$ cat config.mk
export PLATFORM = sky130hd
export DESIGN_NAME = lgate_op_arbiter_flat
export DESIGN_NICKNAME = d
export VERILOG_FILES = /design/src/rtl/lgate_op_arbiter_if.sv /design/src/rtl/lgate_op_arbiter.sv /design/src/flat_wrapper.sv
export SDC_FILE = /design/constraint.sdc
export NUM_CORES = 1
export LEC_CHECK = 0
export ABC_AREA = 1
export BUFFER_PORTS_ARGS = -buffer_cell sky130_fd_sc_hd__buf_2
export CORE_ASPECT_RATIO = 1.25
export CORE_MARGIN = 10
export CORE_UTILIZATION = 52
export DETAILED_ROUTE_END_ITERATION = 16
export GPL_TIMING_DRIVEN = 0
export PLACE_DENSITY_LB_ADDON = 0.08
export SLEW_MARGIN = 10
export SYNTH_ARGS = -nofsm -noshare
export SYNTH_HDL_FRONTEND = slang
export SYNTH_SLANG_ARGS = --single-unit
$ cat constraint.sdc
create_clock -name clk -period 2.2 [get_ports clk]
set_input_delay 0.22 -clock clk [delete_from_list [all_inputs] [get_ports clk]]
set_output_delay 0.22 -clock clk [all_outputs]
set_load 0.005 [all_outputs]
$ cat src/rtl/lgate_op_arbiter_if.sv
// Bus between the requesters and the shared bitwise logic unit arbiter.
// Carries per-requester request/opcode/operand vectors plus the grant and
// the tagged result. The res_err signal only exists when LGATE_ARB_ERR_EN
// is defined.
interface lgate_op_arbiter_if #(
    parameter int NREQ = 4,
    parameter int W    = 4,
    parameter int IDW  = 2
);
    logic [NREQ-1:0]   req;
    logic [3*NREQ-1:0] op;
    logic [W*NREQ-1:0] a_in;
    logic [W*NREQ-1:0] b_in;
    logic [NREQ-1:0]   gnt;
    logic              busy;
    logic              res_valid;
    logic [IDW-1:0]    res_id;
    logic [W-1:0]      res;
`ifdef LGATE_ARB_ERR_EN
    logic              res_err;

    modport master (output req, op, a_in, b_in,
                    input  gnt, busy, res_valid, res_id, res, res_err);
    modport slave  (input  req, op, a_in, b_in,
                    output gnt, busy, res_valid, res_id, res, res_err);
`else
    modport master (output req, op, a_in, b_in,
                    input  gnt, busy, res_valid, res_id, res);
    modport slave  (input  req, op, a_in, b_in,
                    output gnt, busy, res_valid, res_id, res);
`endif
endinterface

$ cat src/rtl/lgate_op_arbiter.sv
// Round-robin arbiter sharing one W-bit bitwise logic unit among NREQ
// requesters. IDLE picks a winner and latches its opcode/operands; EXEC
// evaluates them one cycle later and returns the result tagged with the
// winner's id. Optional macro LGATE_ARB_ERR_EN makes opcode 7 illegal
// (result 0, res_err=1); without it opcode 7 passes operand A through.
module lgate_op_arbiter #(
    parameter int NREQ = 4,
    parameter int W    = 4,
    parameter int IDW  = 2
) (
    input  logic                 clk,
    input  logic                 rst,
    lgate_op_arbiter_if.slave    bus
);

    typedef enum logic {IDLE, EXEC} state_t;

    state_t            state_q, state_d;
    logic [IDW-1:0]    ptr_q, ptr_d;
    logic [2:0]        op_q, op_d;
    logic [W-1:0]      a_q, a_d;
    logic [W-1:0]      b_q, b_d;
    logic [IDW-1:0]    id_q, id_d;
    logic [NREQ-1:0]   gnt_q, gnt_d;
    logic              res_valid_q, res_valid_d;
    logic [IDW-1:0]    res_id_q, res_id_d;
    logic [W-1:0]      res_q, res_d;
`ifdef LGATE_ARB_ERR_EN
    logic              res_err_q, res_err_d;
`endif

    logic              win_found;
    logic [IDW-1:0]    win_idx;
    logic [NREQ-1:0]   win_gnt;
    logic [2:0]        win_op;
    logic [W-1:0]      win_a;
    logic [W-1:0]      win_b;

    // Bitwise logic unit; opcode 7 depends on whether error checking is built in.
    function automatic logic [W-1:0] lgate_eval(input logic [2:0] opc,
                                                input logic [W-1:0] a,
                                                input logic [W-1:0] b);
        logic [W-1:0] r;
        case (opc)
            3'd0:    r = a & b;
            3'd1:    r = a ^ b;
            3'd2:    r = a | b;
            3'd3:    r = ~(a & b);
            3'd4:    r = ~(a | b);
            3'd5:    r = ~(a ^ b);
            3'd6:    r = ~a;
`ifdef LGATE_ARB_ERR_EN
            default: r = '0;
`else
            default: r = a;
`endif
        endcase
        return r;
    endfunction

    // Round-robin search: first set req bit starting at ptr, wrapping mod NREQ.
    always_comb begin
        int cand;
        cand      = 0;
        win_found = 1'b0;
        win_idx   = '0;
        for (int k = 0; k < NREQ; k++) begin
            cand = (int'(ptr_q) + k) % NREQ;
            if (!win_found && bus.req[IDW'(cand)]) begin
                win_found = 1'b1;
                win_idx   = IDW'(cand);
            end
        end
    end

    // Select the winner's opcode/operands and build its one-hot grant.
    always_comb begin
        win_gnt = '0;
        win_op  = '0;
        win_a   = '0;
        win_b   = '0;
        for (int i = 0; i < NREQ; i++) begin
            if (win_idx == IDW'(i)) begin
                win_gnt[i] = 1'b1;
                win_op     = bus.op[3*i +: 3];
                win_a      = bus.a_in[W*i +: W];
                win_b      = bus.b_in[W*i +: W];
            end
        end
    end

    // Next-state and output logic for the IDLE/EXEC controller.
    always_comb begin
        state_d     = state_q;
        ptr_d       = ptr_q;
        op_d        = op_q;
        a_d         = a_q;
        b_d         = b_q;
        id_d        = id_q;
        gnt_d       = '0;
        res_valid_d = 1'b0;
        res_id_d    = res_id_q;
        res_d       = res_q;
`ifdef LGATE_ARB_ERR_EN
        res_err_d   = res_err_q;
`endif
        case (state_q)
            IDLE: begin
                if (win_found) begin
                    op_d    = win_op;
                    a_d     = win_a;
                    b_d     = win_b;
                    id_d    = win_idx;
                    gnt_d   = win_gnt;
                    state_d = EXEC;
                end
            end
            EXEC: begin
                res_d       = lgate_eval(op_q, a_q, b_q);
                res_id_d    = id_q;
                res_valid_d = 1'b1;
`ifdef LGATE_ARB_ERR_EN
                res_err_d   = (op_q == 3'd7);
`endif
                ptr_d       = (id_q == IDW'(NREQ-1)) ? '0 : id_q + 1'b1;
                state_d     = IDLE;
            end
            default: state_d = IDLE;
        endcase
    end

    // State and datapath registers; reset aborts any in-flight operation.
    always_ff @(posedge clk) begin
        if (rst) begin
            state_q     <= IDLE;
            ptr_q       <= '0;
            op_q        <= '0;
            a_q         <= '0;
            b_q         <= '0;
            id_q        <= '0;
            gnt_q       <= '0;
            res_valid_q <= 1'b0;
            res_id_q    <= '0;
            res_q       <= '0;
`ifdef LGATE_ARB_ERR_EN
            res_err_q   <= 1'b0;
`endif
        end else begin
            state_q     <= state_d;
            ptr_q       <= ptr_d;
            op_q        <= op_d;
            a_q         <= a_d;
            b_q         <= b_d;
            id_q        <= id_d;
            gnt_q       <= gnt_d;
            res_valid_q <= res_valid_d;
            res_id_q    <= res_id_d;
            res_q       <= res_d;
`ifdef LGATE_ARB_ERR_EN
            res_err_q   <= res_err_d;
`endif
        end
    end

    assign bus.gnt       = gnt_q;
    assign bus.busy      = (state_q == EXEC);
    assign bus.res_valid = res_valid_q;
    assign bus.res_id    = res_id_q;
    assign bus.res       = res_q;
`ifdef LGATE_ARB_ERR_EN
    assign bus.res_err   = res_err_q;
`endif

endmodule

$ cat src/flat_wrapper.sv
// flat-port wrapper written by rule: the top's interface ports become plain ports
module lgate_op_arbiter_flat 
#(
    parameter int NREQ = 4,
    parameter int W    = 4,
    parameter int IDW  = 2
)
  (clk, rst, bus_req, bus_op, bus_a_in, bus_b_in, bus_gnt, bus_busy, bus_res_valid, bus_res_id, bus_res);
  lgate_op_arbiter_if #(.NREQ(NREQ), .W(W), .IDW(IDW)) bus_i ();
  input  logic clk;
  input  logic rst;
  input wire logic [$bits(bus_i.req)-1:0] bus_req;
  input wire logic [$bits(bus_i.op)-1:0] bus_op;
  input wire logic [$bits(bus_i.a_in)-1:0] bus_a_in;
  input wire logic [$bits(bus_i.b_in)-1:0] bus_b_in;
  output wire logic [$bits(bus_i.gnt)-1:0] bus_gnt;
  output wire logic [$bits(bus_i.busy)-1:0] bus_busy;
  output wire logic [$bits(bus_i.res_valid)-1:0] bus_res_valid;
  output wire logic [$bits(bus_i.res_id)-1:0] bus_res_id;
  output wire logic [$bits(bus_i.res)-1:0] bus_res;
  assign bus_i.req = bus_req;
  assign bus_i.op = bus_op;
  assign bus_i.a_in = bus_a_in;
  assign bus_i.b_in = bus_b_in;
  assign bus_gnt = bus_i.gnt;
  assign bus_busy = bus_i.busy;
  assign bus_res_valid = bus_i.res_valid;
  assign bus_res_id = bus_i.res_id;
  assign bus_res = bus_i.res;
  lgate_op_arbiter #(.NREQ(NREQ), .W(W), .IDW(IDW)) u_core (.clk(clk), .rst(rst), .bus(bus_i));
endmodule
==> results.sh, run 1 <==
export IMPL_path_class="flip-flop to flip-flop"
export IMPL_maxSlewHeadroom_pct=65.8
export IMPL_timing_final_ws_setup_ns=0.226
export IMPL_worst_slew_pin_slew_ns=0.508
export IMPL_worstHoldEndpoint="u_core.bus.res[1]"
export IMPL_status="completed"
export IMPL_syn_nets=377
export IMPL_wl_per_cell_um=12.0
export IMPL_start_util_pct=54.3
export IMPL_grt_use_total_pct=14.6
export IMPL_cts_setup_buffers=0
export IMPL_ys_types=37
export IMPL_cp_slowest_cell="dfxtp_1"
export IMPL_root_buffer="clkbuf_8"
export IMPL_antenna_found_initial=0
export IMPL_critPathBufInv=3
export IMPL_crit_required_ns=2.35
export IMPL_setup_violations_final=0
export IMPL_crit_chain="buf_6, nand2_1, nand2_1, nand2_1, nand2_1, nor2_1, nor2_1, nand2_4, nand2_8, inv_2, buf_6, o21ai_1, nand3_1, nand2_1, a21oi_1"
export IMPL_hold_worst_slack_ns=0.183
export IMPL_gp_congestion=0.850
export IMPL_fin_crit_ns=1.97
export IMPL_port_buffers=61
export IMPL_fin_nets=443
export IMPL_drt_iter0_markers=161
export IMPL_clock_skew_ns=0.00376
export IMPL_syn_inst=318
export IMPL_hp_class="primary input to flip-flop"
export IMPL_synthMuxAreaShare_pct=0
export IMPL_ys_seq_area_share_pct=26.3
export IMPL_reg2reg_from="u_core.ptr_q[0]"
export IMPL_synth_compound_area_share_pct=15.3
export IMPL_maxSlewViolCount=0
export IMPL_routed_wl_um=5260
export IMPL_synth_xor_area_share_pct=0
export IMPL_fillCellCount=383
export IMPL_vias=2178
export IMPL_grt_max_degree=16
export IMPL_synth_warnings=0
export IMPL_vias_per_cell=4.98
export IMPL_rows=25
export IMPL_synthAdderAreaFrac_pct=5.48
export IMPL_crit_top_cell="nand2_1"
export IMPL_power_leakage_uw=0.00131
export IMPL_clock_sinks=27
export IMPL_drive_above_1_share_pct=25.1
export IMPL_crit_fanout=10
export IMPL_ctsHoldBuffers=0
export IMPL_min_path_cells=2
export IMPL_die_h_um=90.3
export IMPL_tns_ns=0
export IMPL_htreeDepth=1
export IMPL_reg2reg_to="u_core.a_q[3]"
export IMPL_overflow=0
export IMPL_fp_coreArea_mm2=0.00378
export IMPL_finalHoldViolations=0
export IMPL_power_uw=3210
export IMPL_cts_tree="yes"
export IMPL_clk_insertion_delay_late_ns=0.27
export IMPL_final_antenna_net_count=0
export IMPL_antenna_cells=0
export IMPL_layout_worst_path_cycle_share_pct=89.7
export IMPL_ys_ff_latch=27
export IMPL_crit_arrival_ns=2.13
export IMPL_synth_area_mm2=0.00205
export IMPL_cap_violations=0
export IMPL_ir_worst_vdd_mv=0.674
export IMPL_drcViolationCount=0
export IMPL_dp_slack_ns=0.212
export IMPL_area_growth_pct=20.6
export IMPL_reg2reg_depth=15
export IMPL_grt_pass1_vias=2076
export IMPL_yosys_area_share_simple_pct=40.1
export IMPL_clk_pin_slew_ns=0.09
export IMPL_power_density_mw_per_mm2=1290
export IMPL_synth_avg_cell_area_um2=6.46
export IMPL_die_x_um=76.2
export IMPL_reg2reg_slack_ns=0.23
export IMPL_clk_path_buf_depth=2
export IMPL_dr_pass1_iters=4
export IMPL_ios=62
export IMPL_place_hpwl_um=4450
export IMPL_grt_pass1_wl_um=8880
export IMPL_cts_made_buffers=3
export IMPL_dieArea_mm2=0.00688
export IMPL_hold_start="rst"
export IMPL_cp_slowest_stage_delay_ns=0.37
export IMPL_cts_resized_gates=0
export IMPL_startpoint_type="flip-flop"
export IMPL_end_kind="flip-flop"
export IMPL_synth_top_family_by_area="simple AND/OR/NAND/NOR gates"
export IMPL_rsz0062_at_grt="false"
export IMPL_critPathTopFamily="simple AND/OR/NAND/NOR gates"
export IMPL_clock_fmax_mhz=507
export IMPL_utilization_pct=65.5
-- placed cells by master (no fill, tap or decap), types with 2 or more instances in the layout --
cell	instances
inv_1	48
o21ai_0	7
o22ai_1	3
nor2_1	9
ha_1	9
a21oi_1	20
nand2_1	101
nor2_8	2
nor2_4	2
clkbuf_8	3
nand3_1	32
clkbuf_1	2
inv_2	4
dfxtp_1	26
nor3_1	7
buf_6	3
nand2_4	5
o21ai_1	9
buf_2	62
o211ai_1	2
nand2_2	4
buf_4	3
a22o_1	2
o221ai_1	2
-- per-layer routing --
metal  vias up  wire length (um)  GRT usage [%]
met5         -                 0              0
met3         6               322           3.69
met4         0                49           3.26
met2        67              2530           25.7
li1       1155                 -              -
met1       950              2350           17.3
-- worst max path at each step --
stage	from	to	slack [ns]	cells after the start
floorplan	u_core.ptr_q[0]	u_core.a_q[0]	0.46	14
global placement	u_core.ptr_q[1]	u_core.a_q[3]	0.21	14
detailed placement	u_core.ptr_q[1]	u_core.a_q[3]	0.21	14
CTS	u_core.ptr_q[1]	u_core.a_q[3]	0.19	14
global route	u_core.ptr_q[0]	u_core.a_q[3]	0.01	15
finish	u_core.ptr_q[0]	u_core.a_q[3]	0.23	15
-- cell usage after synthesis --
cell type    n  area share, %
nand2_8      1           0.97
o211ai_1     2           0.73
buf_4        3            1.1
o32ai_1      1           0.43
clkbuf_1     2           0.37
buf_2        1           0.24
o2111ai_1    1           0.43
o21ai_0      7            1.7
a21oi_1     20            4.9
nand3b_1     1           0.37
nor2_4       2            1.1
inv_1       48            8.8
o221ai_1     2           0.85
o21ai_1      9            2.2
nand3_4      1           0.85
dfxtp_1     27             26
ha_1         9            5.5
o21ai_2      1           0.43
inv_2        4           0.73
a32o_1       1           0.49
o2bb2ai_1    1           0.43
nor2_2       1           0.30
a21boi_2     1           0.55
nand2_4      5            2.7
o22ai_1      3           0.91
buf_6        3            1.6
nand2_1    102             19
nor2_1       9            1.6
a22o_1       2           0.85
nor2_8       2            1.9
o41ai_1      1           0.43
nor3_1       7            1.7
nand3_1     32            7.8
nand4_1      1           0.30
nor4_1       1           0.30
nand2_2      3           0.91
nand3_2      1           0.49
-- flip-flops by register name (all words and copies together), names as in the netlist --
signal	cells
u_core.bus.res_id	2
u_core.bus.busy	1
u_core.ptr_q	2
u_core.bus.gnt	4
u_core.bus.res_valid	1
u_core.a_q	4
u_core.op_q	3
u_core.id_q	2
u_core.bus.res	4
u_core.b_q	4
-- metrics by stage --
step | instance area (um^2) | instances
after floorplan | 2050 | 318
after global placement | 2430 | 433
after detailed placement | 2430 | 433
after CTS | 2470 | 437
after global routing | 2480 | 437
final | 2480 | 437
-- report_power, final --
| part | leakage [uW] | internal [uW] | switching (uW) | total [uW] |
|---|---|---|---|---|
| combinational | 0.00107 | 815 | 1350 | 2160 |
| clock | 0.0000255 | 127 | 154 | 281 |
| sequential | 0.000222 | 640 | 126 | 766 |
-- kinds of logic (layout without fill, tap and decap cells) --
| family | after synthesis | after routing |
|---|---|---|
| adders and majority gates | 9 | 9 |
| and+or+nand+nor | 169 | 169 |
| DFF | 27 | 27 |
| buffers and inverters | 61 | 126 |
| AOI/OAI and AO/OA | 52 | 52 |
-- cell type report --
| type | count | area (um^2) | area share, % |
|---|---|---|---|
| timing repair buffer | 61 | 305 | 12.3 |
| tap | 54 | 67.6 | 2.73 |
| buffer | 9 | 68.8 | 2.78 |
| clock buffer | 3 | 41.3 | 1.67 |
| inverter | 52 | 195 | 7.88 |
| clock inverter | 1 | 5.00 | 0.202 |
| sequential | 27 | 542 | 21.9 |
| multi-input combinational | 230 | 1250 | 50.6 |
Note: power is estimated with default switching activity, not from simulation.
==> run 2: changes to the inputs <==
--- a/config.mk
+++ b/config.mk
@@ -9,7 +9,7 @@
 export BUFFER_PORTS_ARGS = -buffer_cell sky130_fd_sc_hd__buf_2
 export CORE_ASPECT_RATIO = 1.25
 export CORE_MARGIN = 10
-export CORE_UTILIZATION = 52
+export CORE_UTILIZATION = 47
 export DETAILED_ROUTE_END_ITERATION = 16
 export GPL_TIMING_DRIVEN = 0
 export PLACE_DENSITY_LB_ADDON = 0.08
==> constraint.sdc (replaced) <==
create_clock -name clk -period 1.6 [get_ports clk]
set_input_delay 0.16 -clock clk [delete_from_list [all_inputs] [get_ports clk]]
set_output_delay 0.16 -clock clk [all_outputs]
set_load 0.005 [all_outputs]
==> run 2 against run 1 <==
The run now ends with setup timing left. Clock skew rose by 0.0043 ns. Count of clock-buffer cells in the layout did not move. Clock power increased by 44%. First-iteration DRC count grew 21%. Routed wire length up 12%. Sequential power rose by 41%. Non-clock buffer count increased by 12. Combinational power is 64% higher. Critical path depth is the same. Critical path type unchanged. Highest routed layer unchanged.
==> results.sh, run 2 (synthesis results as in run 1) <==
export IMPL_dp_cells=435
export IMPL_die_h_um=93.9
export IMPL_seqPwrFrac_pct=21.4
export IMPL_highest_layer="met4"
export IMPL_end_kind="flip-flop"
export IMPL_clk_path_buf_depth=2
export IMPL_maxSlewHeadroom_pct=68.2
export IMPL_dr_pass1_iters=5
export IMPL_layout_worst_path_cycle_share_pct=120
export IMPL_cts_made_buffers=3
export IMPL_final_antenna_net_count=0
export IMPL_min_path_cells=2
export IMPL_drive_above_1_share_pct=34.7
export IMPL_root_buffer="clkbuf_8"
export IMPL_rsz0062_at_grt="true"
export IMPL_start_util_pct=49.3
export IMPL_drcViolationCount=0
export IMPL_vias=2268
export IMPL_hp_class="primary input to flip-flop"
export IMPL_gp_congestion=0.832
export IMPL_power_leakage_uw=0.00140
export IMPL_p_sw_uw=2520
export IMPL_routed_wl_um=5900
export IMPL_dr_wl_met2_um=2900
export IMPL_vias_per_cell=5.03
export IMPL_htreeDepth=1
export IMPL_clock_skew_ns=0.00806
export IMPL_wl_per_cell_um=13.1
export IMPL_fp_coreArea_mm2=0.00416
export IMPL_ios=62
export IMPL_maxSlewViolCount=0
export IMPL_clk_pin_slew_ns=0.10
export IMPL_clkPwrFrac_pct=8.1
export IMPL_startpoint_type="flip-flop"
export IMPL_antenna_cells=0
export IMPL_crit_required_ns=1.76
export IMPL_status="complete, but fails checks"
export IMPL_reg2reg_from="u_core.ptr_q[0]"
export IMPL_path_class="flip-flop to flip-flop"
export IMPL_utilization_pct=65.1
export IMPL_die_x_um=79.1
export IMPL_reg2reg_to="u_core.b_q[3]"
export IMPL_setup_violations_final=17
export IMPL_ir_worst_vdd_mv=1.28
export IMPL_grt_pass1_wl_um=9910
export IMPL_overflow=0
export IMPL_clock_fmax_mhz=521
export IMPL_dieArea_mm2=0.00743
export IMPL_place_hpwl_um=4400
export IMPL_wl_met1_um=2490
export IMPL_worstHoldEndpoint="u_core.op_q[2]"
export IMPL_p_comb_share_pct=70.5
export IMPL_area_growth_pct=31.9
export IMPL_cts_tree="yes"
export IMPL_switching_share_pct=50.3
export IMPL_port_buffers=61
export IMPL_drt_iter0_markers=195
export IMPL_reg2reg_slack_ns=-0.32
export IMPL_crit_start="u_core.ptr_q[0]"
export IMPL_final_common_cell="nand2_1"
export IMPL_clock_sinks=27
export IMPL_dr_wl_met3_um=481
export IMPL_fin_crit_ns=1.92
export IMPL_clk_insertion_delay_late_ns=0.28
export IMPL_layout_common_cells="nand2_1, buf_2, inv_1"
export IMPL_violations="setup timing"
export IMPL_antenna_found_initial=0
export IMPL_worst_slew_pin_slew_ns=0.475
export IMPL_crit_arrival_ns=2.08
export IMPL_grt_use_total_pct=15.8
export IMPL_grt_pass1_vias=2200
export IMPL_hold_start="rst"
export IMPL_fin_nets=455
export IMPL_hold_worst_slack_ns=0.106
export IMPL_stdcell_count=451
export IMPL_fillCellCount=424
export IMPL_power_density_mw_per_mm2=1850
export IMPL_p_int_uw=2500
export IMPL_rows=26
export IMPL_power_uw=5020
export IMPL_cap_violations=0
export IMPL_timing_final_ws_setup_ns=-0.320
export IMPL_crit_fanout=9
export IMPL_reg2reg_depth=15
export IMPL_finalHoldViolations=0
export IMPL_grt_max_degree=17
==> run 2: changes by cell type in the layout (fill, tap and decap cells not counted), moves of 4 or more <==
cell     change
buf_4       +11
nor3_1       -5
nand2_2     +12
nand2_1     -14
nor3_2       +4
==> run 2: final cells by class <==
class / instances / area [um^2] / share of cell area [%]
multi-input combinational: 230 / 1370 / 50.4
sequential: 27 / 549 / 20.3
timing repair buffer: 73 / 403 / 14.9
inverter: 52 / 200 / 7.39
buffer: 9 / 72.6 / 2.68
tap: 56 / 70.1 / 2.59
clock buffer: 3 / 41.3 / 1.52
clock inverter: 1 / 7.51 / 0.277
==> run 2: power groups by stage <==
stage	logic, uW	registers (uW)	clock network, uW
final	3540	1080	406
after global routing	3930	1110	430
after CTS	3420	1070	413
after detailed placement	3040	1070	0
after global placement	3010	1060	0
after floorplan	2340	1040	0
==> run 2: repair_timing <==
action                                  in CTS  in global routing
setup buffers                                9                  1
hold buffers                                 0                  0
endpoints found under the setup margin      17                 21
gates resized for setup                     23                 15
hold endpoints to repair                     0                  0
cloned                                       2                  0
pin swaps                                    6                  4
==> run 2: worst max path at each step <==
| stage | slack, ns | depth (start not counted) | to |
|---|---|---|---|
| detailed placement | -0.36 | 15 | u_core.a_q[3] |
| global route | -0.46 | 15 | u_core.b_q[0] |
| finish | -0.32 | 15 | u_core.b_q[3] |
| global placement | -0.35 | 15 | u_core.a_q[3] |
| CTS | -0.31 | 15 | u_core.a_q[3] |
| floorplan | -0.11 | 15 | u_core.a_q[0] |
==> run 2: routing by layer <==
layer	vias up	track usage (%)
li1	1187	-
met1	997	17.4
met2	80	28.7
met3	4	4.60
met4	0	4.19
met5	-	0
==> run 2: stage by stage <==
step / cell area, um^2 / TNS (ns) / setup slack [ns]
2_1_floorplan: 2080 / -0.992 / -0.106
3_3_place_gp: 2450 / -3.68 / -0.350
3_5_place_dp: 2450 / -3.86 / -0.356
4_1_cts: 2650 / -3.53 / -0.310
5_1_grt: 2710 / -5.80 / -0.465
6_report: 2710 / -3.54 / -0.320
==> run 2: worst max-delay path, stage by stage (launching register included) <==
cell and delay (ns):
dfxtp_4 0.39, buf_6 0.13, nand2_2 0.06, nand2_2 0.10, nand2_1 0.08, nand2_2 0.09, nor2_1 0.05, nor2_2 0.14
nand2_4 0.08, nand2_8 0.10, inv_2 0.06, buf_6 0.14, o21ai_1 0.12, nand3_1 0.11, nand2_1 0.08, a21oi_1 0.05
==> run 3: changes to the inputs <==
--- a/config.mk
+++ b/config.mk
@@ -9,7 +9,7 @@
 export BUFFER_PORTS_ARGS = -buffer_cell sky130_fd_sc_hd__buf_2
 export CORE_ASPECT_RATIO = 1.25
 export CORE_MARGIN = 10
-export CORE_UTILIZATION = 47
+export CORE_UTILIZATION = 40
 export DETAILED_ROUTE_END_ITERATION = 16
 export GPL_TIMING_DRIVEN = 0
 export PLACE_DENSITY_LB_ADDON = 0.08
==> run 3 against run 2 <==
The run still ends with setup timing left. Register-to-register slack better by 0.05 ns. Clock power down 4.9%. Cell count increased by 0.22%. Clock skew down 0.0063 ns. Sequential cell count unchanged. Sequential share of layout area is 0.51 points higher. Global-route usage is 2.4 points lower. Largest cell class unchanged.
==> results.sh, run 3 (synthesis results as in run 1) <==
export IMPL_status="complete, but fails checks"
export IMPL_p_sw_uw=2430
export IMPL_rows=29
export IMPL_clk_insertion_delay_late_ns=0.27
export IMPL_rsz0062_at_grt="true"
export IMPL_vias_per_cell=4.86
export IMPL_place_hpwl_um=4590
export IMPL_area_growth_pct=28.7
export IMPL_cap_violations=0
export IMPL_cts_tree="yes"
export IMPL_grt_pass1_vias=2295
export IMPL_maxSlewViolCount=0
export IMPL_fp_coreArea_mm2=0.00504
export IMPL_fin_crit_ns=1.86
export IMPL_clkPwrFrac_pct=8.0
export IMPL_grt_pass1_wl_um=9910
export IMPL_drt_iter0_markers=115
export IMPL_clock_fmax_mhz=536
export IMPL_utilization_pct=52.4
export IMPL_wl_per_cell_um=12.8
export IMPL_dr_pass1_iters=4
export IMPL_crit_fanout=10
export IMPL_dieArea_mm2=0.00842
export IMPL_power_density_mw_per_mm2=1830
export IMPL_clk_path_buf_depth=2
export IMPL_root_buffer="clkbuf_8"
export IMPL_die_x_um=84.1
export IMPL_die_h_um=100
export IMPL_grt_use_total_pct=13.4
export IMPL_routed_wl_um=5770
export IMPL_antenna_found_initial=0
export IMPL_vias=2198
export IMPL_worst_slew_pin_slew_ns=0.501
export IMPL_cts_made_buffers=3
export IMPL_setup_violations_final=15
export IMPL_p_int_uw=2410
export IMPL_p_comb_share_pct=69.8
export IMPL_crit_arrival_ns=2.02
export IMPL_path_class="flip-flop to flip-flop"
export IMPL_gp_congestion=0.830
export IMPL_ios=62
export IMPL_clock_skew_ns=0.00180
export IMPL_power_uw=4840
export IMPL_clk_pin_slew_ns=0.09
export IMPL_end_kind="flip-flop"
export IMPL_start_util_pct=40.7
export IMPL_drive_above_1_share_pct=32.8
export IMPL_ir_worst_vdd_mv=0.861
export IMPL_maxSlewHeadroom_pct=66.5
export IMPL_antenna_cells=0
export IMPL_power_leakage_uw=0.00137
export IMPL_startpoint_type="flip-flop"
export IMPL_seqPwrFrac_pct=22.3
export IMPL_layout_common_cells="nand2_1, buf_2, inv_1"
export IMPL_violations="setup timing"
export IMPL_layout_worst_path_cycle_share_pct=117
export IMPL_clock_sinks=27
export IMPL_hold_worst_slack_ns=0.123
export IMPL_htreeDepth=1
export IMPL_stdcell_count=452
export IMPL_crit_required_ns=1.75
export IMPL_port_buffers=61
export IMPL_switching_share_pct=50.3
export IMPL_finalHoldViolations=0
export IMPL_dp_cells=441
export IMPL_timing_final_ws_setup_ns=-0.265
export IMPL_hp_class="primary input to flip-flop"
export IMPL_fin_nets=450
export IMPL_final_antenna_net_count=0
export IMPL_overflow=0
export IMPL_drcViolationCount=0
export IMPL_final_common_cell="nand2_1"
export IMPL_grt_max_degree=15
-- run 3: worst paths after layout --
kind / start / cells after the start / end / slack (ns)
hold reg to reg: u_core.bus.res[2] / 2 / u_core.bus.res[2] / 0.46
setup / recovery: u_core.ptr_q[0] / 14 / u_core.a_q[3] / -0.26
hold / removal: rst / 2 / u_core.op_q[2] / 0.12
setup reg to reg: u_core.ptr_q[0] / 14 / u_core.a_q[3] / -0.26
-- run 3: timing repair --
item,4_1_cts,5_1_grt
pin swaps,12,0
cloned,1,0
setup endpoints to repair,17,21
hold buffers,0,0
setup buffers,6,0
gates resized for setup,23,8
-- run 3: final cells by class --
type / count / area [um^2]
fill: 550 / 2400
buffer: 9 / 76.3
multi-input combinational: 230 / 1340
clock buffer: 4 / 45.0
sequential: 27 / 549
timing repair buffer: 68 / 358
tap: 62 / 77.6
inverter: 52 / 200
-- run 3: metrics by stage --
step	setup TNS (ns)	area, um^2	setup WS (ns)
finish	-2.70	2640	-0.265
global route	-5.18	2640	-0.421
CTS	-2.96	2620	-0.287
detailed placement	-4.02	2460	-0.403
global placement	-3.86	2460	-0.381
floorplan	-0.992	2080	-0.106
-- run 3: power groups by stage --
stage                     registers, uW  clock network (uW)  logic, uW
after floorplan                    1040                   0       2340
after global placement             1070                   0       3040
after detailed placement           1070                   0       3060
after CTS                          1070                 393       3360
after global routing               1110                 421       3780
final                              1080                 386       3370
-- run 3: critical path: stages, from the launching register on --
cell     delay [ns]
dfxtp_4        0.37
buf_4          0.15
nand2_2        0.07
nand3_2        0.09
nand2_4        0.12
nor2_1         0.06
nor2_2         0.13
nand2_4        0.08
nand2_8        0.10
inv_2          0.07
buf_6          0.14
o21ai_2        0.13
nand3_2        0.10
nand2_2        0.09
a21oi_1        0.06
-- run 3: metal layers --
metal	GRT usage [%]	vias up	routed length, um
met4	4.52	0	97
met3	2.92	10	310
li1	-	1165	-
met2	23.7	61	2810
met1	15.5	962	2560
met5	0	-	0
